==> config.mk <==
export PLATFORM = sky130hd
export DESIGN_NAME = data_cache_wb
export DESIGN_NICKNAME = d
export VERILOG_FILES = /design/src/rtl/cache_pkg.sv /design/src/rtl/cache_line_array.sv /design/src/rtl/data_cache_wb.sv
export SDC_FILE = /design/constraint.sdc
export NUM_CORES = 2
export LEC_CHECK = 0
export CAP_MARGIN = 10
export CORE_MARGIN = 2
export CORE_UTILIZATION = 48
export CTS_BUF_LIST = sky130_fd_sc_hd__clkbuf_2 sky130_fd_sc_hd__clkbuf_4 sky130_fd_sc_hd__clkbuf_8
export CTS_CLUSTER_DIAMETER = 80
export DETAILED_ROUTE_END_ITERATION = 6
export SLEW_MARGIN = 20
export SYNTH_ARGS = -nofsm -noshare
export SYNTH_HDL_FRONTEND = slang
export SYNTH_MEMORY_MAX_BITS = 65536
export SYNTH_SLANG_ARGS = --single-unit
==> constraint.sdc <==
create_clock -name clk -period 5.8 [get_ports clk]
set_clock_uncertainty 0.1 [all_clocks]
set_input_delay 1.16 -clock clk [delete_from_list [all_inputs] [get_ports clk]]
set_output_delay 1.16 -clock clk [all_outputs]
set_load 0.005 [all_outputs]
==> src/rtl/cache_pkg.sv <==
// Shared definitions for the write-back data cache: controller state encoding,
// a constant log2 helper and the derived widths of the default geometry.
package cache_pkg;

  typedef enum logic [1:0] {
    IDLE      = 2'd0,
    WRITEBACK = 2'd1,
    ALLOCATE  = 2'd2
  } cacheState_t;

  function automatic int clog2(input int value);
    int result;
    result = 32'sd0;
    while ((32'sd1 << result) < value) begin
      result = result + 32'sd1;
    end
    return result;
  endfunction

  localparam int DEF_ADDR_W = 10;
  localparam int DEF_DATA_W = 32;
  localparam int DEF_LINES  = 32;
  localparam int DEF_WORDS  = 4;
  localparam int DEF_OFF_W  = clog2(DEF_WORDS);
  localparam int DEF_IDX_W  = clog2(DEF_LINES);
  localparam int DEF_TAG_W  = DEF_ADDR_W - DEF_IDX_W - DEF_OFF_W;
  localparam int DEF_BLK_W  = DEF_DATA_W * DEF_WORDS;
  localparam int DEF_BA_W   = DEF_ADDR_W - DEF_OFF_W;

endpackage

==> src/rtl/cache_line_array.sv <==
// Valid/dirty/tag/data storage for a direct-mapped cache: combinational lookup,
// synchronous word write and block fill, and reset-time invalidation.
module cache_line_array
  import cache_pkg::*;
#(
  parameter int LINES  = 32,
  parameter int WORDS  = 4,
  parameter int DATA_W = 32,
  parameter int TAG_W  = 3
) (
  input  logic                             clk,
  input  logic                             rst,
  input  logic [clog2(LINES)-1:0]          idx,
  input  logic [((clog2(WORDS) > 0) ? clog2(WORDS) : 1)-1:0] offset,
  output logic                             lineValid,
  output logic                             lineDirty,
  output logic [TAG_W-1:0]                 lineTag,
  output logic [DATA_W*WORDS-1:0]          lineBlock,
  input  logic                             wrEn,
  input  logic [DATA_W-1:0]                wrWord,
  input  logic                             fillEn,
  input  logic [TAG_W-1:0]                 fillTag,
  input  logic [DATA_W*WORDS-1:0]          fillBlock
);

  localparam int BLK_W = DATA_W * WORDS;

  logic [LINES-1:0] validR;
  logic [LINES-1:0] dirtyR;
  logic [TAG_W-1:0] tagR  [LINES];
  logic [BLK_W-1:0] dataR [LINES];

  assign lineValid = validR[idx];
  assign lineDirty = dirtyR[idx];
  assign lineTag   = tagR[idx];
  assign lineBlock = dataR[idx];

  // Line status bits: a fill leaves the line clean, a store marks it dirty.
  always_ff @(posedge clk) begin
    if (rst) begin
      validR <= '0;
      dirtyR <= '0;
    end else if (fillEn) begin
      validR[idx] <= 1'b1;
      dirtyR[idx] <= 1'b0;
    end else if (wrEn) begin
      dirtyR[idx] <= 1'b1;
    end
  end

  // Tag and data payload; contents are meaningless until the valid bit is set.
  always_ff @(posedge clk) begin
    if (fillEn) begin
      tagR[idx]  <= fillTag;
      dataR[idx] <= fillBlock;
    end else if (wrEn) begin
      dataR[idx][offset*DATA_W +: DATA_W] <= wrWord;
    end
  end

endmodule

==> src/rtl/data_cache_wb.sv <==
// Direct-mapped write-back, write-allocate data cache between a single-cycle
// core and a block-wide memory with a req/ack handshake.
module data_cache_wb
  import cache_pkg::*;
#(
  parameter int ADDR_W = 10,
  parameter int DATA_W = 32,
  parameter int LINES  = 32,
  parameter int WORDS  = 4
) (
  input  logic                                      clk,
  input  logic                                      rst,
  input  logic                                      MemRead,
  input  logic                                      MemWrite,
  input  logic [ADDR_W-1:0]                         WordAddress,
  input  logic [DATA_W-1:0]                         DataIn,
  output logic [DATA_W-1:0]                         DataOut,
  output logic                                      Stall,
  output logic                                      mem_req,
  output logic                                      mem_we,
  output logic [ADDR_W-clog2(WORDS)-1:0]            mem_addr,
  output logic [DATA_W*WORDS-1:0]                   mem_wdata,
  input  logic [DATA_W*WORDS-1:0]                   mem_rdata,
  input  logic                                      mem_ack
);

  localparam int OFF_W  = clog2(WORDS);
  localparam int IDX_W  = clog2(LINES);
  localparam int TAG_W  = ADDR_W - IDX_W - OFF_W;
  localparam int BLK_W  = DATA_W * WORDS;
  localparam int OFF_SW = (OFF_W > 0) ? OFF_W : 1;

  cacheState_t stateR, stateNext;

  logic [TAG_W-1:0]  reqTag;
  logic [IDX_W-1:0]  reqIdx;
  logic [OFF_SW-1:0] reqOff;
  logic              lineValid, lineDirty, hit, wrEn, fillEn;
  logic [TAG_W-1:0]  lineTag;
  logic [BLK_W-1:0]  lineBlock;

  assign reqTag = WordAddress[ADDR_W-1 -: TAG_W];
  assign reqIdx = WordAddress[OFF_W +: IDX_W];

  generate
    if (OFF_W > 0) begin : gOffset
      assign reqOff = WordAddress[OFF_SW-1:0];
    end else begin : gNoOffset
      assign reqOff = 1'b0;
    end
  endgenerate

  assign hit = lineValid && (lineTag == reqTag);

  cache_line_array #(
    .LINES  (LINES),
    .WORDS  (WORDS),
    .DATA_W (DATA_W),
    .TAG_W  (TAG_W)
  ) uLines (
    .clk       (clk),
    .rst       (rst),
    .idx       (reqIdx),
    .offset    (reqOff),
    .lineValid (lineValid),
    .lineDirty (lineDirty),
    .lineTag   (lineTag),
    .lineBlock (lineBlock),
    .wrEn      (wrEn),
    .wrWord    (DataIn),
    .fillEn    (fillEn),
    .fillTag   (reqTag),
    .fillBlock (mem_rdata)
  );

  // Controller state register.
  always_ff @(posedge clk) begin
    if (rst) begin
      stateR <= IDLE;
    end else begin
      stateR <= stateNext;
    end
  end

  // Next state, core-side stall/read data and memory-port muxing.
  always_comb begin
    stateNext = stateR;
    Stall     = 1'b0;
    mem_req   = 1'b0;
    mem_we    = 1'b0;
    mem_addr  = '0;
    mem_wdata = '0;
    DataOut   = '0;
    wrEn      = 1'b0;
    fillEn    = 1'b0;
    if (rst) begin
      stateNext = IDLE;
    end else begin
      case (stateR)
        IDLE: begin
          if (MemRead || MemWrite) begin
            if (hit) begin
              if (MemWrite) begin
                wrEn = 1'b1;
              end else begin
                DataOut = lineBlock[reqOff*DATA_W +: DATA_W];
              end
            end else begin
              Stall     = 1'b1;
              stateNext = (lineValid && lineDirty) ? WRITEBACK : ALLOCATE;
            end
          end else begin
            Stall = 1'b0;
          end
        end
        WRITEBACK: begin
          Stall     = 1'b1;
          mem_req   = 1'b1;
          mem_we    = 1'b1;
          mem_addr  = {lineTag, reqIdx};
          mem_wdata = lineBlock;
          if (mem_ack) begin
            stateNext = ALLOCATE;
          end else begin
            stateNext = WRITEBACK;
          end
        end
        ALLOCATE: begin
          Stall    = 1'b1;
          mem_req  = 1'b1;
          mem_addr = {reqTag, reqIdx};
          if (mem_ack) begin
            fillEn    = 1'b1;
            stateNext = IDLE;
          end else begin
            stateNext = ALLOCATE;
          end
        end
        default: begin
          Stall     = 1'b1;
          stateNext = IDLE;
        end
      endcase
    end
  end

endmodule

==> summary.txt <==
Outcome
  • Status: complete, no violations

Min path
  • Hold Crit Class: input pin to flop

Timing
  • Setup Viol. Count Final: 0
  • Post-Route Setup TNS: 0 ps
  • Worst slew pin tran: 1240 ps
  • Final period util: 99.5%
  • Max Clk Rate: 0.173 GHz
  • Hold Fails Final Rpt: 0
  • Post-route minimum period: 5770 ps
  • Unrepaired setup endpoints after global routing: false
  • Slew Limit Fails: 0
  • Worst hold margin: 289 ps
  • Worst Setup Slack, final: 26.5 ps
  • Relative slew slack: 16.9%

Power
  • Comb power frac: 6.7%
  • Clock power frac: 39.3%
  • Pint: 48.3 mW
  • Worst VDD drop: 226 uV
  • Switching share of power: 23.1%
  • Sequential share of power: 54.0%
  • Power Total: 62.8 mW
  • PwrDens: 319 nW/um^2
  • P_leak: 62.2 nW
  • Sw power: 14.5 mW

Clock tree
  • Cts bufs inserted: 681
  • Htree depth: 6
  • Clock sinks: 4258
  • CTS tree: yes
  • Clock Latency Late Sink: 1260 ps
  • Max clock buf depth: 4
  • CTS root buffer: clkbuf_8
  • Clock-pin slew on the worst setup and hold paths: 70 ps

Synth
  • Distinct cells, synth: 52
  • Post-synth top flop: edfxtp_1
  • Ys async rst share: 0%
  • Synth warn: 0
  • Post-Synthesis Cell Area: 165000 sq um
  • Syn nets: 7779
  • Mapped Avg Cell Area: 21.8 sq um
  • Seq/Total Area, Yosys: 76.9%
  • Cells after Synth: 7595
  • Flops & latches, synth: 4258
  • Number of synthesized flops with an enable pin: 4192

Finish
  • Final Cell Area: 197000 sq um
  • Sequential standard cell area: 127000 sq um
  • Nets: 9111
  • P&R area growth vs syn: 19.2%
  • Fill cell count: 25300
  • Cell Count, Final, Fillers Out: 14000
  • Post-layout util: 57.4%
  • Area of the multi-input gates: 36400 sq um
  • Share of layout cells above drive strength 1: 34.0%

Drt
  • Pre-antenna DRT Iters: 6
  • Routed via count: 90400
  • Final WL: 537000 microns
  • Initial DRC count: 12400
  • DRT antenna net count: 0
  • Drt wl/cell: 38.3 microns
  • Residual DRC count: 0
  • Via/cell ratio: 6.44

Placement
  • IO Port Bufs: 345
  • RD Place Congestion: 0.936
  • Dpl ws: -283 ps
  • DP HPWL: 325000 microns
  • Placed Cells: 12800
  • Placement Cell Area: 184000 sq um

Global routing
  • GR Util met2: 46.9%
  • Met1 GRT Util: 41.3%
  • Pin count of the biggest net entering global routing: 91
  • Vias in the first global route: 89000
  • First-pass GRT wire length: 728000 microns
  • Grt peak-use layer: met2
  • Met3 Use GR: 7.34%
  • Initial antenna violation count: 41
  • Remaining global-route overflow: 0
  • GRT Total Usage: 30.5%

Floorplan
  • # rows: 215
  • Die Y: 591 microns
  • Initial core utilization: 48.2%
  • Ports: 346
  • Die width: 591 microns
  • DIE AREA: 349000 sq um
  • Core ar.: 343000 sq um

Worst setup path
  • Arr. time, crit path: 4510 ps
  • Crit Path Max Fanout: 32
  • Required @ worst endpoint: 4540 ps
  • CP Capture Type: output port
  • Critical Setup Path Class: input pin to output port
  • Worst Setup Start Kind: input pin

Flow run
  • Max Cap Viol: 0
==> metal layers <==
layer  vias to the layer above  share of wire (%)  wire length, microns
met2                      5754                 47                251000
met5                         -              0.020                   105
met3                       930                 11                 56900
met4                        16                5.2                 27900
met1                     48800                 37                201000
li1                      34900                  -                     -
==> sequential cells by signal (all words and copies together) (netlist names), named ones only <==
signal,cells
stateR,2
uLines.dataR,4096
uLines.tagR,96
uLines.validR,32
==> worst max-delay path, stage by stage <==
cell             delay, ps
buf_2                  380
buf_4                  290
nand4bb_1              290
o22ai_1                340
nor4_1                  90
nand2_1                190
xor2_2                 240
nor4_4                 540
buf_12                 250
nor2b_1                180
clkdlybuf4s50_1        520
==> area by class of cell <==
cell class | instances | share of cell area, %
Sequential cell | 4258 | 64.6
Multi-Input combinational cell | 2692 | 18.5
Timing Repair Buffer | 1128 | 7.16
Clock buffer | 928 | 5.74
Tap cell | 4557 | 2.89
Clock inverter | 278 | 0.791
Inverter | 166 | 0.316
Antenna cell | 33 | 0.0419
==> layout by cell type (no fill, tap or decap), types with 33 or more instances in the layout <==
master	instances
nor3_1	33
and4_1	126
buf_12	390
inv_1	165
clkinv_1	166
diode_2	33
nor2b_1	35
clkbuf_4	237
nor2_1	205
o22ai_1	63
mux2i_2	125
a21oi_1	35
mux4_2	1064
buf_4	394
edfxtp_1	4192
clkinv_2	55
mux2i_1	69
o21a_2	84
clkdlybuf4s50_1	313
dfxtp_1	66
clkbuf_8	693
a22oi_1	519
nand2_1	170
==> synthesized netlist by cell type, drive strengths merged, types with 3 or more instances <==
cell     count  share of area (%)
edfxtp    4192                 76
mux4      1064                 14
a22oi      519                2.4
buf        293               0.89
nor2       205               0.47
mux2i      194                1.2
clkbuf     186               0.42
nand2      171               0.39
inv        166               0.38
and4       129               0.68
o21a        96               0.44
a21oi       67               0.27
dfxtp       66               0.80
o22ai       63               0.24
nor2b       36               0.14
nor3        35               0.11
a22o        32               0.17
nor4        13              0.066
ha           9              0.068
and2         7              0.026
nor3b        7              0.041
nand2b       6              0.023
and3b        4              0.021
nand4b       4              0.025
nand4bb      4              0.027
or4b         4              0.024
nand3b       3              0.014
==> final timing paths <==
path / to / slack [ps] / depth (start not counted) / startpoint
max: DataOut[13] / 30 / 11 / WordAddress[4]
min: uLines.validR[12]$_SDFFE_PP0P_ / 290 / 2 / rst
max reg2reg: uLines.dataR[4][35]$_DFFE_PP_ / 1870 / 11 / uLines.tagR[9][0]$_DFFE_PP_
min reg2reg: uLines.validR[5]$_SDFFE_PP0P_ / 370 / 2 / uLines.validR[5]$_SDFFE_PP0P_
==> repair_timing <==
item / CTS / global route
buffers inserted: 0 / 1
setup endpoints to repair: 33 / 32
cloned: 0 / 1
hold buffers: 0 / 0
resized for setup: 5 / 5
pin swaps: 1 / 2
==> power by group through the flow <==
| stage | clock [mW] | sequential [mW] | combinational [mW] |
|---|---|---|---|
| after global placement | 0 | 34.5 | 4.12 |
| after floorplan | 0 | 34.5 | 1.79 |
| after CTS | 25.0 | 33.9 | 4.18 |
| final | 24.7 | 33.9 | 4.22 |
| after detailed placement | 0 | 34.5 | 4.16 |
| after global routing | 26.3 | 33.9 | 4.32 |
==> cells by family after synthesis <==
kind of cell,count (synthesis),synth area share [%]
buffers and inverters,645,1.68
adder cells (fa/ha/maj),9,0.0681
multiplexers,1259,15.7
flip-flops,4258,76.9
XOR/XNOR,2,0.0197
AO/OA/AOI/OAI,781,3.49
AND/OR/NAND/NOR,641,2.11
Note: power is estimated with default switching activity, not from simulation.
